**src/rtl/sample_sequencer_pkg.sv**
```systemverilog
// Shared state codes, field widths and azmux code lookup for the sample sequencer.
// Pure definitions: no latency and no backpressure.
package sample_sequencer_pkg;

    localparam int N_CH = 4;
    localparam int CH_W = 2;
    localparam int AZ_W = 4;

    typedef enum logic [2:0] {
        ST_IDLE   = 3'd0,
        ST_SETTLE = 3'd1,
        ST_TRIG   = 3'd2,
        ST_WAIT   = 3'd3,
        ST_DONE   = 3'd4,
        ST_ERR    = 3'd5
    } state_t;

    function automatic logic [AZ_W-1:0] azmux_code(input logic [N_CH*AZ_W-1:0] codes,
                                                   input logic [CH_W-1:0]      idx);
        return codes[idx*AZ_W +: AZ_W];
    endfunction

endpackage

```
**src/rtl/seq_timer.sv**
```systemverilog
// Clear/enable saturating up-counter with an equality compare against a live limit.
// hit is combinational from the count register; no backpressure.
module seq_timer #(
    parameter int W             = 24,
    parameter bit ZERO_DISABLES = 1'b0
) (
    input  logic         clk,
    input  logic         reset,
    input  logic         clr,
    input  logic         en,
    input  logic [W-1:0] limit,
    output logic         hit
);

    logic [W-1:0] cnt;

    always_ff @(posedge clk) begin
        if (reset || clr) begin
            cnt <= '0;
        end else if (en && (cnt != '1)) begin
            cnt <= cnt + W'(1);
        end
    end

    // A zero limit means "no limit" for the timeout instance.
    assign hit = (cnt == limit) && !(ZERO_DISABLES && (limit == '0));

endmodule

```
**src/rtl/sample_sequencer.sv**
```systemverilog
// Walks the azmux through the channel list, settling then triggering the ADC per sample.
// All outputs registered from next state; first trig 2+settle cycles after the arm edge; ADC paced by valid edges.
module sample_sequencer
    import sample_sequencer_pkg::*;
#(
    parameter int CNT_W    = 16,
    parameter int SETTLE_W = 24,
    parameter int TMO_W    = 32
) (
    input  logic                   clk,
    input  logic                   reset,
    input  logic                   arm_i,
    input  logic [CH_W-1:0]        p_seq_len_i,
    input  logic [N_CH*AZ_W-1:0]   p_azmux_ch_i,
    input  logic [CNT_W-1:0]       p_samples_per_ch_i,
    input  logic [SETTLE_W-1:0]    p_clk_count_settle_i,
    input  logic [TMO_W-1:0]       p_clk_count_timeout_i,
    input  logic                   adc_measure_valid_i,
    output logic                   adc_measure_trig_o,
    output logic [AZ_W-1:0]        azmux_o,
    output logic                   meas_complete_o,
    output logic                   spi_interrupt_o,
    output logic                   error_o,
    output logic [2:0]             status_o,
    output logic [CH_W-1:0]        ch_idx_o,
    output logic [CNT_W-1:0]       sample_count_o
);

    state_t           state_q, state_d;
    logic             arm_q, valid_q;
    logic             settle_hit, tmo_hit;
    logic             arm_rise, valid_rise, last_sample, more_ch;
    logic [CNT_W-1:0] spc, sc_inc, sc_d;
    logic [CH_W-1:0]  ch_d;
    logic [AZ_W-1:0]  az_d;
    logic             trig_d, done_d, err_d, irq_d;

    assign arm_rise    = arm_i && !arm_q;
    assign valid_rise  = adc_measure_valid_i && !valid_q;
    assign spc         = (p_samples_per_ch_i == '0) ? CNT_W'(1) : p_samples_per_ch_i;
    assign sc_inc      = (sample_count_o == '1) ? sample_count_o : sample_count_o + CNT_W'(1);
    // Widened by one bit so a saturated count still compares correctly.
    assign last_sample = ({1'b0, sample_count_o} + (CNT_W+1)'(1)) >= {1'b0, spc};
    assign more_ch     = ch_idx_o < p_seq_len_i;
    assign status_o    = state_q;

    seq_timer #(.W(SETTLE_W), .ZERO_DISABLES(1'b0)) u_settle (
        .clk   (clk),
        .reset (reset),
        .clr   (state_q != ST_SETTLE),
        .en    (state_q == ST_SETTLE),
        .limit (p_clk_count_settle_i),
        .hit   (settle_hit)
    );

    seq_timer #(.W(TMO_W), .ZERO_DISABLES(1'b1)) u_timeout (
        .clk   (clk),
        .reset (reset),
        .clr   (state_q != ST_WAIT),
        .en    (state_q == ST_WAIT),
        .limit (p_clk_count_timeout_i),
        .hit   (tmo_hit)
    );

    always_ff @(posedge clk) begin
        if (reset) begin
            state_q <= ST_IDLE;
        end else begin
            state_q <= state_d;
        end
    end

    always_comb begin
        state_d = state_q;
        case (state_q)
            ST_IDLE:   if (arm_rise) state_d = ST_SETTLE;
            ST_SETTLE: begin
                if (!arm_i)          state_d = ST_IDLE;
                else if (settle_hit) state_d = ST_TRIG;
            end
            ST_TRIG:   state_d = arm_i ? ST_WAIT : ST_IDLE;
            ST_WAIT: begin
                // A valid edge beats a timeout in the same cycle.
                if (!arm_i)            state_d = ST_IDLE;
                else if (valid_rise) begin
                    if (!last_sample)  state_d = ST_TRIG;
                    else if (more_ch)  state_d = ST_SETTLE;
                    else               state_d = ST_DONE;
                end else if (tmo_hit)  state_d = ST_ERR;
            end
            ST_DONE, ST_ERR: if (!arm_i) state_d = ST_IDLE;
            default:   state_d = ST_IDLE;
        endcase
    end

    always_comb begin
        ch_d   = ch_idx_o;
        sc_d   = sample_count_o;
        az_d   = azmux_o;
        trig_d = (state_d == ST_TRIG);
        done_d = (state_d == ST_DONE);
        err_d  = (state_d == ST_ERR);
        irq_d  = (state_d != state_q) && ((state_d == ST_DONE) || (state_d == ST_ERR));
        case (state_q)
            ST_IDLE: begin
                if (state_d == ST_SETTLE) begin
                    ch_d = '0;
                    sc_d = '0;
                    az_d = azmux_code(p_azmux_ch_i, '0);
                end
            end
            ST_SETTLE, ST_TRIG: begin
                if (state_d == ST_IDLE) begin
                    ch_d = '0;
                    sc_d = '0;
                end
            end
            ST_WAIT: begin
                if (state_d == ST_IDLE) begin
                    ch_d = '0;
                    sc_d = '0;
                end else if (state_d == ST_SETTLE) begin
                    ch_d = ch_idx_o + CH_W'(1);
                    sc_d = '0;
                    az_d = azmux_code(p_azmux_ch_i, ch_idx_o + CH_W'(1));
                end else if (valid_rise) begin
                    sc_d = sc_inc;
                end
            end
            default: ;
        endcase
    end

    always_ff @(posedge clk) begin
        if (reset) begin
            arm_q              <= 1'b0;
            valid_q            <= 1'b0;
            adc_measure_trig_o <= 1'b0;
            azmux_o            <= '0;
            meas_complete_o    <= 1'b0;
            spi_interrupt_o    <= 1'b0;
            error_o            <= 1'b0;
            ch_idx_o           <= '0;
            sample_count_o     <= '0;
        end else begin
            arm_q              <= arm_i;
            valid_q            <= adc_measure_valid_i;
            adc_measure_trig_o <= trig_d;
            azmux_o            <= az_d;
            meas_complete_o    <= done_d;
            spi_interrupt_o    <= irq_d;
            error_o            <= err_d;
            ch_idx_o           <= ch_d;
            sample_count_o     <= sc_d;
        end
    end

endmodule

```
**config.mk**
```make
export PLATFORM = sky130hd
export DESIGN_NAME = sample_sequencer
export DESIGN_NICKNAME = d
export VERILOG_FILES = /design/src/rtl/sample_sequencer_pkg.sv /design/src/rtl/seq_timer.sv /design/src/rtl/sample_sequencer.sv
export SDC_FILE = /design/constraint.sdc
export NUM_CORES = 1
export LEC_CHECK = 0
export ABC_CLOCK_PERIOD_IN_PS = 3110
export CAP_MARGIN = 20
export CORE_MARGIN = 10
export CORE_UTILIZATION = 45
export DETAILED_ROUTE_END_ITERATION = 8
export HOLD_SLACK_MARGIN = 0.15
export PLACE_DENSITY_LB_ADDON = 0.1
export SLEW_MARGIN = 20
export SYNTH_ARGS = -nofsm -noshare
export SYNTH_HDL_FRONTEND = slang
export SYNTH_SLANG_ARGS = --single-unit
```
**constraint.sdc**
```tcl
create_clock -name clk -period 3.11 [get_ports clk]
set_input_delay 0.622 -clock clk [delete_from_list [all_inputs] [get_ports clk]]
set_output_delay 0.622 -clock clk [all_outputs]
set_load 0.01 [all_outputs]
```
==> impl_metrics.env <==
export IMPL_crit_family="simple AND/OR/NAND/NOR gates"
export IMPL_drt_iter0_markers=556
export IMPL_synth_edf_count=0
export IMPL_fin_tns_setup_ns=-2.588
export IMPL_numCtsBuffers=9
export IMPL_violations="negative setup slack"
export IMPL_syn_nets=769
export IMPL_rows=39
export IMPL_vias=5495
export IMPL_critical_path_max_fanout=8
export IMPL_grt_max_degree=32
export IMPL_dieHeight_um=129.6
export IMPL_grt_pass1_wl_um=27640
export IMPL_dp_hpwl_um=13660
export IMPL_finalMaxSlewViolations=0
export IMPL_htreeDepth=3
export IMPL_syn2layout_area_growth_pct=42.96
export IMPL_grt_pass1_vias=5440
export IMPL_die_w_um=129.6
export IMPL_cts_sinks=87
export IMPL_required_ns=3.33
export IMPL_cp_slowest_cell="dfxtp_4"
export IMPL_critPathLaunchType="register"
export IMPL_power_density_nw_per_um2=337.9
export IMPL_clock_latency_ns=0.34
export IMPL_synth_xor_area_share_pct=18.48
export IMPL_cts_root_buffer="clkbuf_16"
export IMPL_cts_hold_buf=0
export IMPL_cts_tree="done"
export IMPL_drt_vias_per_instance=5.636
export IMPL_ys_async_sr_fraction_pct=0
export IMPL_fillers=975
export IMPL_nets=941
export IMPL_hold_class="reg -> reg"
export IMPL_gp_congestion=0.9060
export IMPL_final_common_cell="clkdlybuf4s50_1"
export IMPL_synth_area_mux_share_pct=0.7411
export IMPL_ir_drop_mv=0.2944
export IMPL_fin_crit_sh_pct=105.9
export IMPL_synth_ff_type="dfxtp_1"
export IMPL_slew_headroom_pct=43.76
export IMPL_synthesis_area_sq_um=5403
export IMPL_post_place_ws_ns=-0.2666
export IMPL_path_buf_inv=1
export IMPL_fin_ws_ns=-0.1842
export IMPL_portBuffers=122
export IMPL_fin_crit_ns=3.294
export IMPL_arrival_ns=3.52
export IMPL_synth_top_area_share_pct=32.24
export IMPL_yosys_warnings=0
export IMPL_yosysUniqueCellTypes=54
export IMPL_fin_skew_ns=0.007011
export IMPL_antenna_found_initial=0
export IMPL_synthAdderAreaFrac_pct=4.632
export IMPL_diodes=0
export IMPL_synth_seq_cells=87
export IMPL_drive_above_1_share_pct=15.26
export IMPL_drv_cap=0
export IMPL_tightest_slew_ns=0.8405
export IMPL_seq_area_frac_synth_pct=32.24
export IMPL_crit_path_end_kind="register"
export IMPL_synth_top_area_cell="dfxtp_1"
export IMPL_grt_ovfl_total=0
export IMPL_rsz0062_at_grt="true"
export IMPL_synth_area_per_cell_sq_um=8.248
export IMPL_avgRoutedWirePerCell_um=17.89
export IMPL_firstDrtPassIters=5
export IMPL_leakagePower_nw=2.766
export IMPL_fin_util_pct=66.79
export IMPL_ctsLongestPathBuffers=2
export IMPL_cpPeakStageDelay_ns=0.37
export IMPL_ant_nets=0
export IMPL_setup_violations=22
export IMPL_final_cell_mix="122 x clkdlybuf4s50_1, 84 x dfxtp_1, 73 x xnor2_1"
export IMPL_hold_violations=0
export IMPL_synth_area_leaders="dfxtp_1 32%, xnor2_1 12%, xor2_1 6.2%, nor2_1 4.9%, ha_1 4.6%"
export IMPL_grt_use_total_pct=20.05
export IMPL_synth_top_family_by_area="simple AND/OR/NAND/NOR gates"
export IMPL_start_util_pct=46.72
export IMPL_path_cells="ha_4 > and3_4 > and3_4 > nand3_4 > nand3b_1 > xnor2_2 > ha_1 > nand3_2 > nor4_2 > o211ai_1 > or2_4 > a31oi_4 > o211ai_1 > buf_4 > a221oi_2 > nor3_2"
export IMPL_drc=0
export IMPL_path_class="reg -> reg"
export IMPL_dieArea_sq_um=16790
export IMPL_max_freq_mhz=303.6
export IMPL_io_pins=123
export IMPL_yosys_area_share_simple_pct=29.34
export IMPL_cts_clk_slew_worst_paths_ns=0.07
export IMPL_synthCells=655
export IMPL_status="complete, but fails checks"
export IMPL_wirelength_um=17440
export IMPL_core_area_sq_um=11560
export IMPL_synth_compound_area_share_pct=11.28
-- metrics by stage --
stage                     instance area, sq um  power, mW  hold WS, ns  cells
after global placement                    7159      1.431       0.4962    951
after global routing                      7724      2.694       0.5528    975
after floorplan                           5464      1.246       0.4735    655
after CTS                                 7594      2.608       0.5108    971
final                                     7724      2.610       0.5124    975
after detailed placement                  7159      1.435       0.4992    951
-- cell type report --
class | instances | area [sq um] | share of cell area (%)
Inverter | 24 | 90.09 | 1.166
Multi-Input combinational cell | 524 | 3709 | 48.02
Clock buffer | 10 | 239.0 | 3.094
Tap cell | 143 | 178.9 | 2.317
Timing Repair Buffer | 181 | 1675 | 21.69
Clock inverter | 6 | 83.83 | 1.085
Sequential cell | 87 | 1748 | 22.63
-- synth_stat cells (all sizes together), types with 2 or more instances --
library cell / count
xor2: 38
a211oi: 4
clkbuf: 17
xnor2: 76
a21o: 2
nor2b: 11
nand3: 42
buf: 3
a21oi: 19
inv: 24
a221oi: 4
mux2i: 4
nand4: 34
nand2: 33
nand2b: 8
nor3: 18
o21ai: 29
and2: 6
nand3b: 2
nor4: 20
and3b: 2
o311ai: 7
or4: 3
ha: 20
o211ai: 3
nor3b: 3
a22o: 8
or2: 4
or3: 10
o31ai: 8
and3: 17
nor2: 71
dfxtp: 87
and4: 8
-- flip-flops by register name, indices dropped and copies added (netlist names) --
signal / count
adc_measure_trig_o: 1
arm_q: 1
azmux_o: 4
ch_idx_o: 2
error_o: 1
meas_complete_o: 1
sample_count_o: 16
spi_interrupt_o: 1
status_o: 3
u_settle.cnt: 24
u_timeout.cnt: 32
valid_q: 1
-- logic make-up after synthesis --
family / count (synthesis)
AO/OA/AOI/OAI: 93
XOR/XNOR: 114
adder cells (fa/ha/maj): 20
buffers and inverters: 44
flip-flops: 87
multiplexers: 4
AND/OR/NAND/NOR: 293
-- where the power goes --
part	switching (mW)	leakage (nW)	internal, mW
Sequential	0.00826	0.704	1.12
Combinational	0.119	1.90	0.182
Clock	0.457	0.162	0.723
Total	0.585	2.77	2.03
-- worst paths after layout --
check | cells after the start | end | from | slack (ns)
setup / recovery | 16 | azmux_o[3]$_SDFFE_PP0P_ | sample_count_o[0]$_SDFFE_PP0P_ | -0.18
hold / removal | 2 | azmux_o[1]$_SDFFE_PP0P_ | azmux_o[1]$_SDFFE_PP0P_ | 0.51
setup reg to reg | 16 | azmux_o[3]$_SDFFE_PP0P_ | sample_count_o[0]$_SDFFE_PP0P_ | -0.18
hold reg to reg | 2 | azmux_o[1]$_SDFFE_PP0P_ | azmux_o[1]$_SDFFE_PP0P_ | 0.51
-- repair_timing --
item	4_1_cts	5_1_grt
pin swaps	8	9
gates cloned	0	0
buffers inserted	4	4
resized for setup	19	22
setup endpoints to repair	25	28
-- layer usage --
metal | up-vias | share of wire (%) | global-route usage, %
met5 | - | 0 | 0
met4 | 0 | 1.5 | 5.952
met3 | 18 | 6.7 | 3.915
met2 | 178 | 48 | 32.53
met1 | 2606 | 44 | 26.38
li1 | 2693 | - | -
-- worst reg2reg max path: stages (launching register included) --
cell and delay [ns]:
dfxtp_4 0.37, ha_4 0.13, and3_4 0.19, and3_4 0.21, nand3_4 0.09, nand3b_1 0.21
xnor2_2 0.17, ha_1 0.33, nand3_2 0.09, nor4_2 0.15, o211ai_1 0.20, or2_4 0.29
a31oi_4 0.18, o211ai_1 0.11, buf_4 0.18, a221oi_2 0.22, nor3_2 0.06
No activity file was read; power rests on OpenSTA's default activity.
